`config.mk`:
```
export PLATFORM = sky130hd
export DESIGN_NAME = register_file
export DESIGN_NICKNAME = d
export VERILOG_FILES = /design/src/rtl/cpu_pkg.sv /design/src/rtl/rf_read_port.sv /design/src/rtl/register_file.sv
export SDC_FILE = /design/constraint.sdc
export NUM_CORES = 2
export LEC_CHECK = 0
export BUFFER_PORTS_ARGS = -buffer_cell sky130_fd_sc_hd__buf_2
export CAP_MARGIN = 0
export CORE_ASPECT_RATIO = 1.75
export CORE_MARGIN = 2
export CORE_UTILIZATION = 68
export DETAILED_ROUTE_END_ITERATION = 10
export PLACE_DENSITY_LB_ADDON = 0.1
export SYNTH_ARGS = -nofsm -noshare
export SYNTH_HDL_FRONTEND = slang
export SYNTH_SLANG_ARGS = --single-unit
```
`constraint.sdc`:
```
create_clock -name clk -period 3.45 [get_ports clk]
set_input_delay 0.1725 -clock clk [delete_from_list [all_inputs] [get_ports clk]]
set_output_delay 0.1725 -clock clk [all_outputs]
set_load 0.02 [all_outputs]
```
`src/rtl/cpu_pkg.sv`:
```
`default_nettype none
// +-------------------------------------------------------------------------+
// | cpu_pkg : widths and encodings shared across the pipelined MIPS CPU.    |
// | Revision: 1.0                                                           |
// +-------------------------------------------------------------------------+
package cpu_pkg;

  localparam int DATA_W = 32;
  localparam int ADDR_W = 5;

  // "No destination" encoding, shared with the W_reg/M_reg dst fields
  localparam logic [4:0] REG_ZERO = 5'd0;

endpackage : cpu_pkg
`default_nettype wire

```
`src/rtl/rf_read_port.sv`:
```
`default_nettype none
// +-------------------------------------------------------------------------+
// | rf_read_port : one combinational register-file read port.               |
// | Optional write-through bypass when REGFILE_BYPASS_EN is defined.        |
// | Revision: 1.0                                                           |
// +-------------------------------------------------------------------------+
module rf_read_port
  import cpu_pkg::*;
#(
  parameter int DATA_W = cpu_pkg::DATA_W,
  parameter int ADDR_W = cpu_pkg::ADDR_W
) (
  input  logic [ADDR_W-1:0] i_src,
  input  logic [DATA_W-1:0] i_regs [2**ADDR_W],
`ifdef REGFILE_BYPASS_EN
  input  logic              i_reset,
  input  logic [ADDR_W-1:0] i_dstE,
  input  logic [DATA_W-1:0] i_valE,
  input  logic [ADDR_W-1:0] i_dstM,
  input  logic [DATA_W-1:0] i_valM,
`endif
  output logic [DATA_W-1:0] o_rval
);

  localparam logic [ADDR_W-1:0] C_ZERO = ADDR_W'(REG_ZERO);

  always_comb begin
    o_rval = '0;
    if (i_src != C_ZERO) begin
`ifdef REGFILE_BYPASS_EN
      // Reset is itself a write of zero to every entry, so it is what passes through.
      if (i_reset)
        o_rval = '0;
      else if (i_src == i_dstM)
        o_rval = i_valM;
      else if (i_src == i_dstE)
        o_rval = i_valE;
      else
        o_rval = i_regs[i_src];
`else
      o_rval = i_regs[i_src];
`endif
    end
  end

endmodule : rf_read_port
`default_nettype wire

```
`src/rtl/register_file.sv`:
```
`default_nettype none
// +-------------------------------------------------------------------------+
// | register_file : MIPS GPR file, two W-stage writes, two async reads.     |
// | Define REGFILE_BYPASS_EN for same-cycle write-through on the reads.     |
// | Revision: 1.0                                                           |
// +-------------------------------------------------------------------------+
module register_file
  import cpu_pkg::*;
#(
  parameter int DATA_W = cpu_pkg::DATA_W,
  parameter int ADDR_W = cpu_pkg::ADDR_W
) (
  input  logic              clk,
  input  logic              reset,
  input  logic [ADDR_W-1:0] W_dstE,
  input  logic [DATA_W-1:0] W_valE,
  input  logic [ADDR_W-1:0] W_dstM,
  input  logic [DATA_W-1:0] W_valM,
  input  logic [ADDR_W-1:0] d_srcA,
  input  logic [ADDR_W-1:0] d_srcB,
  output logic [DATA_W-1:0] d_rvalA,
  output logic [DATA_W-1:0] d_rvalB
);

  localparam int                NREGS  = 2**ADDR_W;
  localparam logic [ADDR_W-1:0] C_ZERO = ADDR_W'(REG_ZERO);

  logic [DATA_W-1:0] r_regs [NREGS];

  // M is written after E so a same-destination collision resolves to the load.
  always_ff @(posedge clk) begin
    if (reset) begin
      for (int i = 0; i < NREGS; i++) r_regs[i] <= '0;
    end else begin
      if (W_dstE != C_ZERO) r_regs[W_dstE] <= W_valE;
      if (W_dstM != C_ZERO) r_regs[W_dstM] <= W_valM;
    end
  end

  rf_read_port #(
    .DATA_W (DATA_W),
    .ADDR_W (ADDR_W)
  ) u_readA (
    .i_src   (d_srcA),
    .i_regs  (r_regs),
`ifdef REGFILE_BYPASS_EN
    .i_reset (reset),
    .i_dstE  (W_dstE),
    .i_valE  (W_valE),
    .i_dstM  (W_dstM),
    .i_valM  (W_valM),
`endif
    .o_rval  (d_rvalA)
  );

  rf_read_port #(
    .DATA_W (DATA_W),
    .ADDR_W (ADDR_W)
  ) u_readB (
    .i_src   (d_srcB),
    .i_regs  (r_regs),
`ifdef REGFILE_BYPASS_EN
    .i_reset (reset),
    .i_dstE  (W_dstE),
    .i_valE  (W_valE),
    .i_dstM  (W_dstM),
    .i_valM  (W_valM),
`endif
    .o_rval  (d_rvalB)
  );

endmodule : register_file
`default_nettype wire

```
* After elaboration in Yosys (flattened, before gate mapping) *
Index checks and enable logic that the tools add are counted.

storage, ports and cells
  register bits = 1024
  output and inout bits = 64
  logic and storage cells = 65

operators by class
  $lt $le $gt $ge = 6
  mux-type cells = 17
  bitwise gates (word level) = 4
  reductions and logical operators = 6

operators with widths
  kind                count
  $mux 1024           3
  $bwmux 1024         2
  $bmux 32 s5         2
  $demux 32 s5        2
  $mux 32             8
  $ge 6x6->1 const B  4
  $not 5->6           4
  $reduce_bool 5->1   4
  $lt 6x1->1 const B  2
  $logic_and 1x1->1   2

* Logic depth before layout (Yosys ltp) *
  depth in word-level cells = 10
  depth in mapped cells = 9
  gate-level depth less buffers = 4

* Cells and area by module *
A second synthesis with hierarchy kept.

second synthesis, totals
  cells, all modules = 7684
  area, all modules = 68786.0 um2

modules (own cells, without submodules)
  module         instances  cells an instance  area an instance (um2)
  register_file  1          6356               52049.9
  rf_read_port   2          664                8368.0

* Least setup slack after synthesis *
OpenSTA, ideal clock, no wires.

  kind = in2out
  start point = in d_srcA[1]
  end point = out d_rvalA[28]
  arrival time = 1.887 ns
  setup slack = 1.391 ns
  cell stages on the path = 7
  buffers on the path = 3
  cell sequence = buf_4 -> buf_4 -> nor2b_1 -> clkbuf_1 -> a221oi_1 -> o21ai_0 -> a311oi_1

on the way
  word-level cells in the longest chain between the ends = 5
  elaborated cells between the ends (all ways) = 6
  those cells by class = 4 x mux; 1 x bitwise; 1 x reduce/logical

ends and longest elaborated chain
  element                                     line                 text
  start: declaration                          register_file.sv:19  input logic [ADDR_W-1:0] d_srcA,
  $not 5->6 (implied by the code)             rf_read_port.sv:41   o_rval = i_regs[i_src];
  $bmux 32 s5                                 rf_read_port.sv:41
  $mux 32 (implied by the code) (2 in a row)  rf_read_port.sv:41
  $mux 32 *                                   rf_read_port.sv:29   if (i_src != C_ZERO) begin
  end: declaration                            register_file.sv:21  output logic [DATA_W-1:0] d_rvalA,

Every way passes the cells marked *; elsewhere a longest branch is shown, timed or not. The select of a mux whose other input is x is not followed.

* Worst setup path after layout *
  start point = in d_srcB[1]
  end point = out d_rvalB[17]

on the way
  word-level cells in the longest chain between the ends = 5
  elaborated cells between the ends (all ways) = 6
  those cells by class = 4 x mux; 1 x bitwise; 1 x reduce/logical

ends and longest elaborated chain
  element                                     line                 text
  start: declaration                          register_file.sv:20  input logic [ADDR_W-1:0] d_srcB,
  $not 5->6 (implied by the code)             rf_read_port.sv:41
  $bmux 32 s5                                 rf_read_port.sv:41
  $mux 32 (implied by the code) (2 in a row)  rf_read_port.sv:41
  $mux 32 *                                   rf_read_port.sv:29
  end: declaration                            register_file.sv:22  output logic [DATA_W-1:0] d_rvalB

Marked as above.

==> flow_metrics.env <==
export IMPL_yosys_warnings=0
export IMPL_synth_nets=6170
export IMPL_grt_max_degree=135
export IMPL_dp_cells=6819
export IMPL_setup_viol=1
export IMPL_ios=150
export IMPL_core_area_um2=90060
export IMPL_clock_path_buffers=3
export IMPL_drt_pass1_iter_count=7
export IMPL_cp_slowest_cell="a31oi_1"
export IMPL_synth_commonest_cells="mux2i_1 (1140), dfxtp_1 (1024), nor2_1 (997), a211oi_1 (980), clkbuf_1 (506)"
export IMPL_critPathArrivalTime_ns=3.53
export IMPL_worstSkewPairLatency_ns=0.74
export IMPL_ys_types=46
export IMPL_drtIter0Drc=9232
export IMPL_tightestPinTransition_ns=1.415
export IMPL_worst_slack_ns=-0.2518
export IMPL_synth_edf_count=0
export IMPL_ys_flop_type="dfxtp_1"
export IMPL_synth_top_area_share=0.3328
export IMPL_cts_resized=0
export IMPL_post_synth_top_count_cell="mux2i_1"
export IMPL_critPathMaxStageDelay_ns=1.02
export IMPL_nets=5850
export IMPL_htree_levels=3
export IMPL_status="finished, violations left"
export IMPL_grt_overflow=0
export IMPL_fillers=6255
export IMPL_antenna_left=0
export IMPL_hold_path_class="primary input to flip-flop"
export IMPL_cpMostUsedCell="buf_4"
export IMPL_ys_seq_area_frac=0.3328
export IMPL_slew_violations=0
export IMPL_antenna_found_initial=30
export IMPL_skew_ns=0
export IMPL_start_util=0.6839
export IMPL_fin_crit_ns=3.702
export IMPL_violations="negative setup slack"
export IMPL_first_global_vias=54970
export IMPL_rows=146
export IMPL_stdcell_count=7042
export IMPL_dieHeight_um=402.1
export IMPL_p_per_area_nw_per_um2=419.7
export IMPL_dp_hpwl_um=146500
export IMPL_synth_area_leader_cell="dfxtp_1"
export IMPL_drc=0
export IMPL_ys_ff_latch=1024
export IMPL_portBuffers=149
export IMPL_synthToLayoutAreaGrowth_pct=7.996
export IMPL_die_w_um=231.5
export IMPL_clkTransAtPathRegs_ns=0.06
export IMPL_p_seq_frac=0.448
export IMPL_cts_tree="yes"
export IMPL_p_switching_uw=8062
export IMPL_synth_cells=6084
export IMPL_combPwrFrac=0.145
export IMPL_crit_type="primary input to primary output"
export IMPL_place_gp_congestion=0.9515
export IMPL_finalHoldViolCount=0
export IMPL_reg_top3="r_regs x1024"
export IMPL_largest_register_ffs=1024
export IMPL_avgSynthCellArea_um2=10.12
export IMPL_path_cells="buf_4 -> buf_4 -> mux4_2 -> mux2i_1 -> a221o_1 -> a31oi_1 -> buf_2"
export IMPL_viasPerCell=8.085
export IMPL_period_share=1.073
export IMPL_pwr_share_clk=0.406
export IMPL_die_area_um2=93100
export IMPL_whs_ns=0.01307
export IMPL_p_int_uw=19850
export IMPL_crit_required_ns=3.28
export IMPL_cts_sink_count=1024
export IMPL_grtUsageTotal=0.5291
export IMPL_maxCapViolCount=0
export IMPL_drive_above_1_share=0.1881
export IMPL_drt_wl_total_um=250700
export IMPL_netlist_area_um2=61590
export IMPL_max_slew_margin=0.05196
export IMPL_synthArstFlopShare=0
export IMPL_dpl_cell_area_um2=62950
export IMPL_sw_frac_of_total=0.2888
export IMPL_rsz0062_at_grt="no"
export IMPL_synth_area_leaders="dfxtp_1 (33%), mux2i_1 (19%), mux4_2 (16%)"
export IMPL_cts_buffers_inserted=97
export IMPL_via_count=56940
export IMPL_fmax_ghz=0.2701
export IMPL_start_kind="primary input"
export IMPL_leakage_uw=0.02617
export IMPL_end_kind="primary output"
export IMPL_cts_root_buf="clkbuf_16"
export IMPL_ir_worst_vdd_mv=0.5119
export IMPL_regMostFlops="r_regs"
export IMPL_grt_pass1_wl_um=363700
export IMPL_cp_max_fo=25
export IMPL_postLayoutCellArea_um2=66520
export IMPL_detail_route_wl_per_cell_um=35.60
per-stage QoR:
step	utilization	setup WS (ns)	total power, uW	TNS [ns]
2_1_floorplan	-	1.391	15220	0
3_3_place_gp	0.6990	0.3052	16490	0
3_5_place_dp	0.6990	0.3242	16560	0
4_1_cts	0.7380	0.3185	27560	0
5_1_grt	0.7381	0.09445	28300	0
6_report	0.7386	-0.2518	27910	-0.2518
cell families after synthesis:
kind of cell           after synthesis  share of synthesized area
muxes                             1620                     0.3549
DFF                               1024                     0.3328
buffers and inverters              803                    0.05895
and+or+nand+nor                   1235                    0.08221
AOI/OAI and AO/OA                 1402                     0.1711
power by group through the flow:
stage               Sequential (uW)  Combinational, uW  Clock [uW]
global route                  12500               4120       11600
finish                        12500               4050       11300
global placement              12700               3750           0
floorplan                     12600               2590           0
detailed placement            12800               3800           0
CTS                           12500               3860       11200
per-layer routing:
| metal | GRT usage | wire length, um |
|---|---|---|
| met4 | 0.4920 | 29070 |
| met5 | 0.01324 | 322 |
| met3 | 0.2012 | 36520 |
| met2 | 0.7481 | 104200 |
| met1 | 0.6114 | 80620 |
critical path, delay by kind of cell:
family          cells  cell delay (ns)
compound gates      2             1.43
buf+inv             3             1.48
mux                 2             0.37
final timing paths:
check                                 start     endpoint  slack [ns]  depth (start not counted)
worst max register to register  r_regs[980]  r_regs[980]        2.10                          3
worst min register to register  r_regs[996]  r_regs[996]        0.49                          1
worst min-delay path              W_valE[4]   r_regs[36]        0.01                          3
worst max-delay path              d_srcB[1]  d_rvalB[17]       -0.25                          7
cells in the final DEF (no fill, tap or decap), types with 6 or more instances in the layout:
cell type         n
a211oi_1        980
a21boi_2         20
a221o_1          32
a221oi_1         48
a22oi_1          64
a311oi_1         76
a31oi_1          32
buf_12           56
buf_2           142
buf_4           148
bufinv_16         6
clkbuf_1         21
clkbuf_16       101
clkbuf_8         19
clkinv_2         15
dfxtp_1        1024
diode_2          20
dlygate4sd3_1    30
mux2_2           32
mux2i_1        1140
mux4_2          448
nand2_1          78
nand2_4          41
nor2_1          993
nor2_4           16
nor2b_1          68
nor2b_4           8
nor3b_2           6
o2111ai_1        16
o21ai_0          92
o21ai_1          32
timing repair:
action,in CTS,in global routing
buffers inserted,0,0
endpoints found under the hold margin,113,0
hold buffers,30,0
area by class of cell:
cell class	count	area [um^2]	area share
multi-input cells	4257	37930	0.5702
repair buffers	382	3329	0.05005
diodes	20	50.05	0.0007524
clock inverters	32	345.3	0.005192
clock buffers	141	2868	0.04311
inverters	2	12.51	0.0001881
flip-flops and latches	1024	20500	0.3082
well taps	1184	1481	0.02227
(Power assumes the default switching activity.)
